File: config.mk
export PLATFORM = sky130hd
export DESIGN_NAME = cdb_arbiter
export DESIGN_NICKNAME = d
export VERILOG_FILES = /design/src/rtl/cdb_arbiter.sv
export SDC_FILE = /design/constraint.sdc
export NUM_CORES = 1
export LEC_CHECK = 0
export CORE_MARGIN = 2
export CORE_UTILIZATION = 48
export CTS_BUF_LIST = sky130_fd_sc_hd__clkbuf_4 sky130_fd_sc_hd__clkbuf_8 sky130_fd_sc_hd__clkbuf_16
export DETAILED_ROUTE_END_ITERATION = 10
export GPL_TIMING_DRIVEN = 0
export HOLD_SLACK_MARGIN = 0.06
export PLACE_DENSITY = 0.75
export SLEW_MARGIN = 20
export SYNTH_ARGS = -nofsm -noshare
export SYNTH_HDL_FRONTEND = slang
export SYNTH_SLANG_ARGS = --single-unit
File: constraint.sdc
create_clock -name clk_in -period 3.05 [get_ports clk_in]
set_clock_uncertainty 0.2 [all_clocks]
set_input_delay 0.61 -clock clk_in [delete_from_list [all_inputs] [get_ports clk_in]]
set_output_delay 0.61 -clock clk_in [all_outputs]
set_load 0.005 [all_outputs]
File: src/rtl/cdb_arbiter.sv
// cdb_arbiter: per-source result queues (ALU, LSB) feeding one registered
// common data bus broadcast with round-robin arbitration between sources.
`ifndef ROB_WIDTH
`define ROB_WIDTH 4
`endif
module cdb_arbiter #(
    parameter int FIFO_DEPTH = 2,
    parameter int ROB_W      = `ROB_WIDTH
) (
    input  logic             clk_in,
    input  logic             rst_n_in,
    input  logic             rdy_in,
    input  logic             flush,
    input  logic             alu_valid,
    output logic             alu_ready,
    input  logic [ROB_W-1:0] alu_rob_id,
    input  logic [31:0]      alu_data,
    input  logic             alu_set_jump_addr,
    input  logic             lsb_valid,
    output logic             lsb_ready,
    input  logic [ROB_W-1:0] lsb_rob_id,
    input  logic [31:0]      lsb_data,
    output logic             cdb_valid,
    output logic [ROB_W-1:0] cdb_rob_id,
    output logic [31:0]      cdb_data,
    output logic             cdb_set_jump_addr
);
    localparam int PW = $clog2(FIFO_DEPTH);
    localparam logic [PW:0] FULL = (PW+1)'(FIFO_DEPTH);

    logic [ROB_W-1:0] alu_rob_q [FIFO_DEPTH];
    logic [31:0]      alu_data_q [FIFO_DEPTH];
    logic             alu_jmp_q [FIFO_DEPTH];
    logic [ROB_W-1:0] lsb_rob_q [FIFO_DEPTH];
    logic [31:0]      lsb_data_q [FIFO_DEPTH];

    logic [PW-1:0] alu_hd_q, alu_hd_d, alu_tl_q, alu_tl_d;
    logic [PW-1:0] lsb_hd_q, lsb_hd_d, lsb_tl_q, lsb_tl_d;
    logic [PW:0]   alu_cnt_q, alu_cnt_d, lsb_cnt_q, lsb_cnt_d;
    logic          last_lsb_q, last_lsb_d;
    logic          cdb_valid_q, cdb_valid_d, cdb_jmp_q, cdb_jmp_d;
    logic [ROB_W-1:0] cdb_rob_q, cdb_rob_d;
    logic [31:0]   cdb_data_q, cdb_data_d;
    logic          run, kill, alu_ne, lsb_ne, alu_push, lsb_push, alu_pop, lsb_pop;

    assign alu_ready = alu_cnt_q < FULL;
    assign lsb_ready = lsb_cnt_q < FULL;
    assign run       = rdy_in & ~flush;
    assign kill      = rdy_in & flush;
    assign alu_ne    = |alu_cnt_q;
    assign lsb_ne    = |lsb_cnt_q;
    assign alu_push  = run & alu_valid & alu_ready;
    assign lsb_push  = run & lsb_valid & lsb_ready;
    // last_lsb_q=1 means LSB won last, so ALU wins the next contested cycle
    assign alu_pop   = run & alu_ne & (~lsb_ne | last_lsb_q);
    assign lsb_pop   = run & lsb_ne & (~alu_ne | ~last_lsb_q);

    always_comb begin
        alu_hd_d    = kill ? '0 : alu_hd_q + PW'(alu_pop);
        alu_tl_d    = kill ? '0 : alu_tl_q + PW'(alu_push);
        alu_cnt_d   = kill ? '0 : alu_cnt_q + (PW+1)'(alu_push) - (PW+1)'(alu_pop);
        lsb_hd_d    = kill ? '0 : lsb_hd_q + PW'(lsb_pop);
        lsb_tl_d    = kill ? '0 : lsb_tl_q + PW'(lsb_push);
        lsb_cnt_d   = kill ? '0 : lsb_cnt_q + (PW+1)'(lsb_push) - (PW+1)'(lsb_pop);
        last_lsb_d  = (kill | lsb_pop) ? 1'b1 : alu_pop ? 1'b0 : last_lsb_q;
        cdb_valid_d = rdy_in ? (alu_pop | lsb_pop) : cdb_valid_q;
        cdb_rob_d   = alu_pop ? alu_rob_q[alu_hd_q] : lsb_pop ? lsb_rob_q[lsb_hd_q] : cdb_rob_q;
        cdb_data_d  = alu_pop ? alu_data_q[alu_hd_q] : lsb_pop ? lsb_data_q[lsb_hd_q] : cdb_data_q;
        cdb_jmp_d   = alu_pop ? alu_jmp_q[alu_hd_q] : lsb_pop ? 1'b0 : cdb_jmp_q;
    end

    always_ff @(posedge clk_in) begin
        if (alu_push) begin
            alu_rob_q[alu_tl_q]  <= alu_rob_id;
            alu_data_q[alu_tl_q] <= alu_data;
            alu_jmp_q[alu_tl_q]  <= alu_set_jump_addr;
        end
        if (lsb_push) begin
            lsb_rob_q[lsb_tl_q]  <= lsb_rob_id;
            lsb_data_q[lsb_tl_q] <= lsb_data;
        end
    end

    always_ff @(posedge clk_in or negedge rst_n_in) begin
        if (!rst_n_in) begin
            alu_hd_q    <= '0;
            alu_tl_q    <= '0;
            alu_cnt_q   <= '0;
            lsb_hd_q    <= '0;
            lsb_tl_q    <= '0;
            lsb_cnt_q   <= '0;
            last_lsb_q  <= 1'b1;
            cdb_valid_q <= 1'b0;
            cdb_rob_q   <= '0;
            cdb_data_q  <= '0;
            cdb_jmp_q   <= 1'b0;
        end else begin
            alu_hd_q    <= alu_hd_d;
            alu_tl_q    <= alu_tl_d;
            alu_cnt_q   <= alu_cnt_d;
            lsb_hd_q    <= lsb_hd_d;
            lsb_tl_q    <= lsb_tl_d;
            lsb_cnt_q   <= lsb_cnt_d;
            last_lsb_q  <= last_lsb_d;
            cdb_valid_q <= cdb_valid_d;
            cdb_rob_q   <= cdb_rob_d;
            cdb_data_q  <= cdb_data_d;
            cdb_jmp_q   <= cdb_jmp_d;
        end
    end

    assign cdb_valid         = cdb_valid_q;
    assign cdb_rob_id        = cdb_rob_q;
    assign cdb_data          = cdb_data_q;
    assign cdb_set_jump_addr = cdb_jmp_q;
endmodule

==> results.sh <==
export IMPL_status="finished, final reports clean"
export IMPL_critical_path_max_stage_delay_ns=0.62
export IMPL_postRouteAntennaNets=0
export IMPL_final_common_cell="edfxtp_1"
export IMPL_cts_tree="built"
export IMPL_wl_mm=15.6
export IMPL_layout_nets=666
export IMPL_final_max_slew_viol_count=0
export IMPL_ys_seq_area_share_pct=72.6
export IMPL_r2r_slack_ns=0.93
export IMPL_layout_common_cells="146 x edfxtp_1, 117 x clkdlybuf4s50_1, 77 x mux2i_1"
export IMPL_finalHoldViolCount=0
export IMPL_crit_arrival_ns=2.67
export IMPL_p_leak_nw=3.65
export IMPL_netlist_area_sq_um=7660
export IMPL_netlist_area_leader_share_pct=57.3
export IMPL_start_util_pct=48.7
export IMPL_place_area_sq_um=9200
export IMPL_min_period_ns=2.75
export IMPL_dp_cells=779
export IMPL_synthesis_nets=524
export IMPL_htree_levels=4
export IMPL_min_path_cells=2
export IMPL_p_sw_mw=2.02
export IMPL_fmax_mhz=364
export IMPL_hp_start="cdb_rob_id[3]"
export IMPL_period_share_pct=90.0
export IMPL_r2r_cells=4
export IMPL_crit_type="input pin to register"
export IMPL_gr_total_overflow=0
export IMPL_cts_buffer_depth=2
export IMPL_peakVddDrop_mv=0.407
export IMPL_drc_errors=0
export IMPL_area_growth_pct=28.0
export IMPL_slew_limit_headroom_pct=45.9
export IMPL_synth_edf_count=146
export IMPL_finalSetupTns_ns=0
export IMPL_coreArea_sq_um=15700
export IMPL_crit_chain="clkdlybuf4s50_1 > nor2b_4 > buf_6 > and3_2 > nor2b_4 > buf_12"
export IMPL_worstHoldEndpoint="cdb_rob_id[3]"
export IMPL_cts_sinks=193
export IMPL_path_max_fanout=20
export IMPL_clkPwrFrac_pct=28.9
export IMPL_clock_root_buffer="clkbuf_16"
export IMPL_cap_violations=0
export IMPL_via_per_inst=5.17
export IMPL_fin_area_sq_um=9800
export IMPL_yosysWarnings=0
export IMPL_numPortBuffers=118
export IMPL_yosys_area_top_type="edfxtp_1"
export IMPL_cp_start_kind="input pin"
export IMPL_cts_made_buffers=17
export IMPL_r2r_end="alu_rob_q[1][3]"
export IMPL_grt_pass1_wl_mm=23.8
export IMPL_num_rows=46
export IMPL_ys_ff_latch=193
export IMPL_firstDrtPassIters=4
export IMPL_syn_area_per_cell_sq_um=17.4
export IMPL_grt_start_max_net_pins=48
export IMPL_fp_dieH_um=130
export IMPL_ioPinCount=119
export IMPL_comb_power_share_pct=26.1
export IMPL_hp_class="register to register"
export IMPL_slowest_stage="clkdlybuf4s50_1"
export IMPL_synthCells=441
export IMPL_synth_area_leaders="edfxtp_1 57%, dfrtp_1 15%, mux2i_1 10%"
export IMPL_crit_family="buffers and inverters"
export IMPL_p_int_mw=5.65
export IMPL_grt_pass1_vias=4484
export IMPL_drive_above_1_share_pct=18.0
export IMPL_fin_util_pct=62.4
export IMPL_netSwitchingFraction_pct=26.4
export IMPL_r2r_start="alu_cnt_q[1]"
export IMPL_rsz0062_at_grt="false"
export IMPL_antenna_cells=0
export IMPL_hpwl_mm=10.2
export IMPL_die_area_sq_um=17000
export IMPL_p_seq_share_pct=45.0
export IMPL_routedWlPerCell_um=19.2
export IMPL_required_ns=2.98
export IMPL_num_vias=4200
export IMPL_p_per_area_nw_per_um2=784
export IMPL_tightest_slew_ns=0.812
export IMPL_grt_usage_pct=19.3
export IMPL_clock_latency_ns=0.43
export IMPL_drt_iter0_drc=278
export IMPL_critPathMostFrequentCell="nor2b_4"
export IMPL_synthDistinctLibCells=29
export IMPL_setup_viol=0
export IMPL_ys_flop_type="edfxtp_1"
export IMPL_gp_congestion=0.751
export IMPL_synth_async_reset_ratio_pct=24.4
export IMPL_clk_pin_slew_ns=0.06
export IMPL_fin_cells=812
export IMPL_cp_end_kind="register"
export IMPL_crit_buf_inv=3
export IMPL_antenna_found_initial=0
export IMPL_die_width_um=130
==> metrics by stage <==
stage | hold WS [ns] | worst slack, ns | power [mW]
after global routing | 0.310 | 0.184 | 8.03
after CTS | 0.286 | 0.293 | 7.74
after global placement | 0.262 | -1.06 | 5.42
final | 0.279 | 0.305 | 7.68
after detailed placement | 0.272 | -0.144 | 5.52
after floorplan | 0.114 | 0.379 | 4.56
==> cell families (layout without fill, tap and decap cells) <==
kind of cell,count (synthesis),after routing,synth area share [%]
flip-flops,193,193,72.6
multiplexers,113,113,17.1
AND/OR/NAND/NOR,53,53,3.09
AO/OA/AOI/OAI,48,48,3.91
buffers and inverters,25,180,2.01
XOR/XNOR,5,5,0.572
adder cells (fa/ha/maj),4,4,0.654
==> routing by layer <==
metal  track usage (%)  vias up  share of wire, %
met4              6.77        0               1.9
met2              33.5      127                52
met1              23.5     2115                41
met5                 0        -                 0
met3              5.21       26               5.4
li1                  -     1932                 -
==> synth_stat cells (2+ instances only) <==
library cell  instances
edfxtp_1            146
mux2i_1              77
dfrtp_1              46
nand2_1              41
mux2_4               36
o21ai_1              27
buf_2                10
o21ai_2               9
a21oi_1               6
buf_6                 5
ha_1                  4
inv_1                 4
o21ai_0               4
and2_1                3
xnor2_1               3
and3_2                2
buf_4                 2
clkbuf_1              2
clkbuf_2              2
nand2b_1              2
xor2_1                2
==> worst max path at each step <==
| stage | from | to | slack (ns) | cells past startpoint |
|---|---|---|---|---|
| 2_1_floorplan | rdy_in | lsb_data_q[0][0] | 0.38 | 4 |
| 3_3_place_gp | rdy_in | lsb_data_q[0][14] | -1.06 | 5 |
| 3_5_place_dp | rdy_in | lsb_data_q[0][8] | -0.14 | 6 |
| 4_1_cts | rdy_in | lsb_data_q[0][3] | 0.29 | 6 |
| 5_1_grt | rdy_in | lsb_data_q[0][7] | 0.18 | 6 |
| 6_report | rdy_in | lsb_data_q[0][7] | 0.30 | 6 |
==> power groups by stage <==
| stage | logic, mW | registers, mW | clock network (mW) |
|---|---|---|---|
| floorplan | 1.09 | 3.47 | 0 |
| global placement | 1.93 | 3.49 | 0 |
| detailed placement | 2.02 | 3.51 | 0 |
| CTS | 2.04 | 3.46 | 2.25 |
| global route | 2.17 | 3.50 | 2.36 |
| finish | 2.00 | 3.46 | 2.22 |
==> state kept, by name, summed over array words and instances (netlist names) <==
register	flops
alu_cnt_q	2
alu_data_q	64
alu_hd_q	1
alu_jmp_q	2
alu_rob_q	8
alu_tl_q	1
cdb_data	32
cdb_rob_id	4
cdb_set_jump_addr	1
cdb_valid	1
last_lsb_q	1
lsb_cnt_q	2
lsb_data_q	64
lsb_hd_q	1
lsb_rob_q	8
lsb_tl_q	1
==> what timing repair did <==
action	in CTS	in global routing
resized for setup	0	0
hold buffers	1	0
endpoints found under the setup margin	0	0
endpoints found under the hold margin	46	0
buffers inserted	0	0
==> layout make-up <==
| class | count | area, sq um |
|---|---|---|
| Fill cell | 1141 | 5910 |
| Sequential cell | 193 | 5560 |
| Inverter | 4 | 15.0 |
| Tap cell | 216 | 270 |
| Clock buffer | 20 | 448 |
| Multi-Input combinational cell | 223 | 1950 |
| Timing Repair Buffer | 123 | 1270 |
| Clock inverter | 12 | 141 |
| Buffer | 21 | 139 |
==> tightest hold or removal path, delay by kind of cell (launching register included) <==
kind / cells / cell delay, ns
DFF: 1 / 0.34
and+or+nand+nor: 1 / 0.06
AOI/OAI and AO/OA: 1 / 0.05
(Power assumes the default switching activity.)
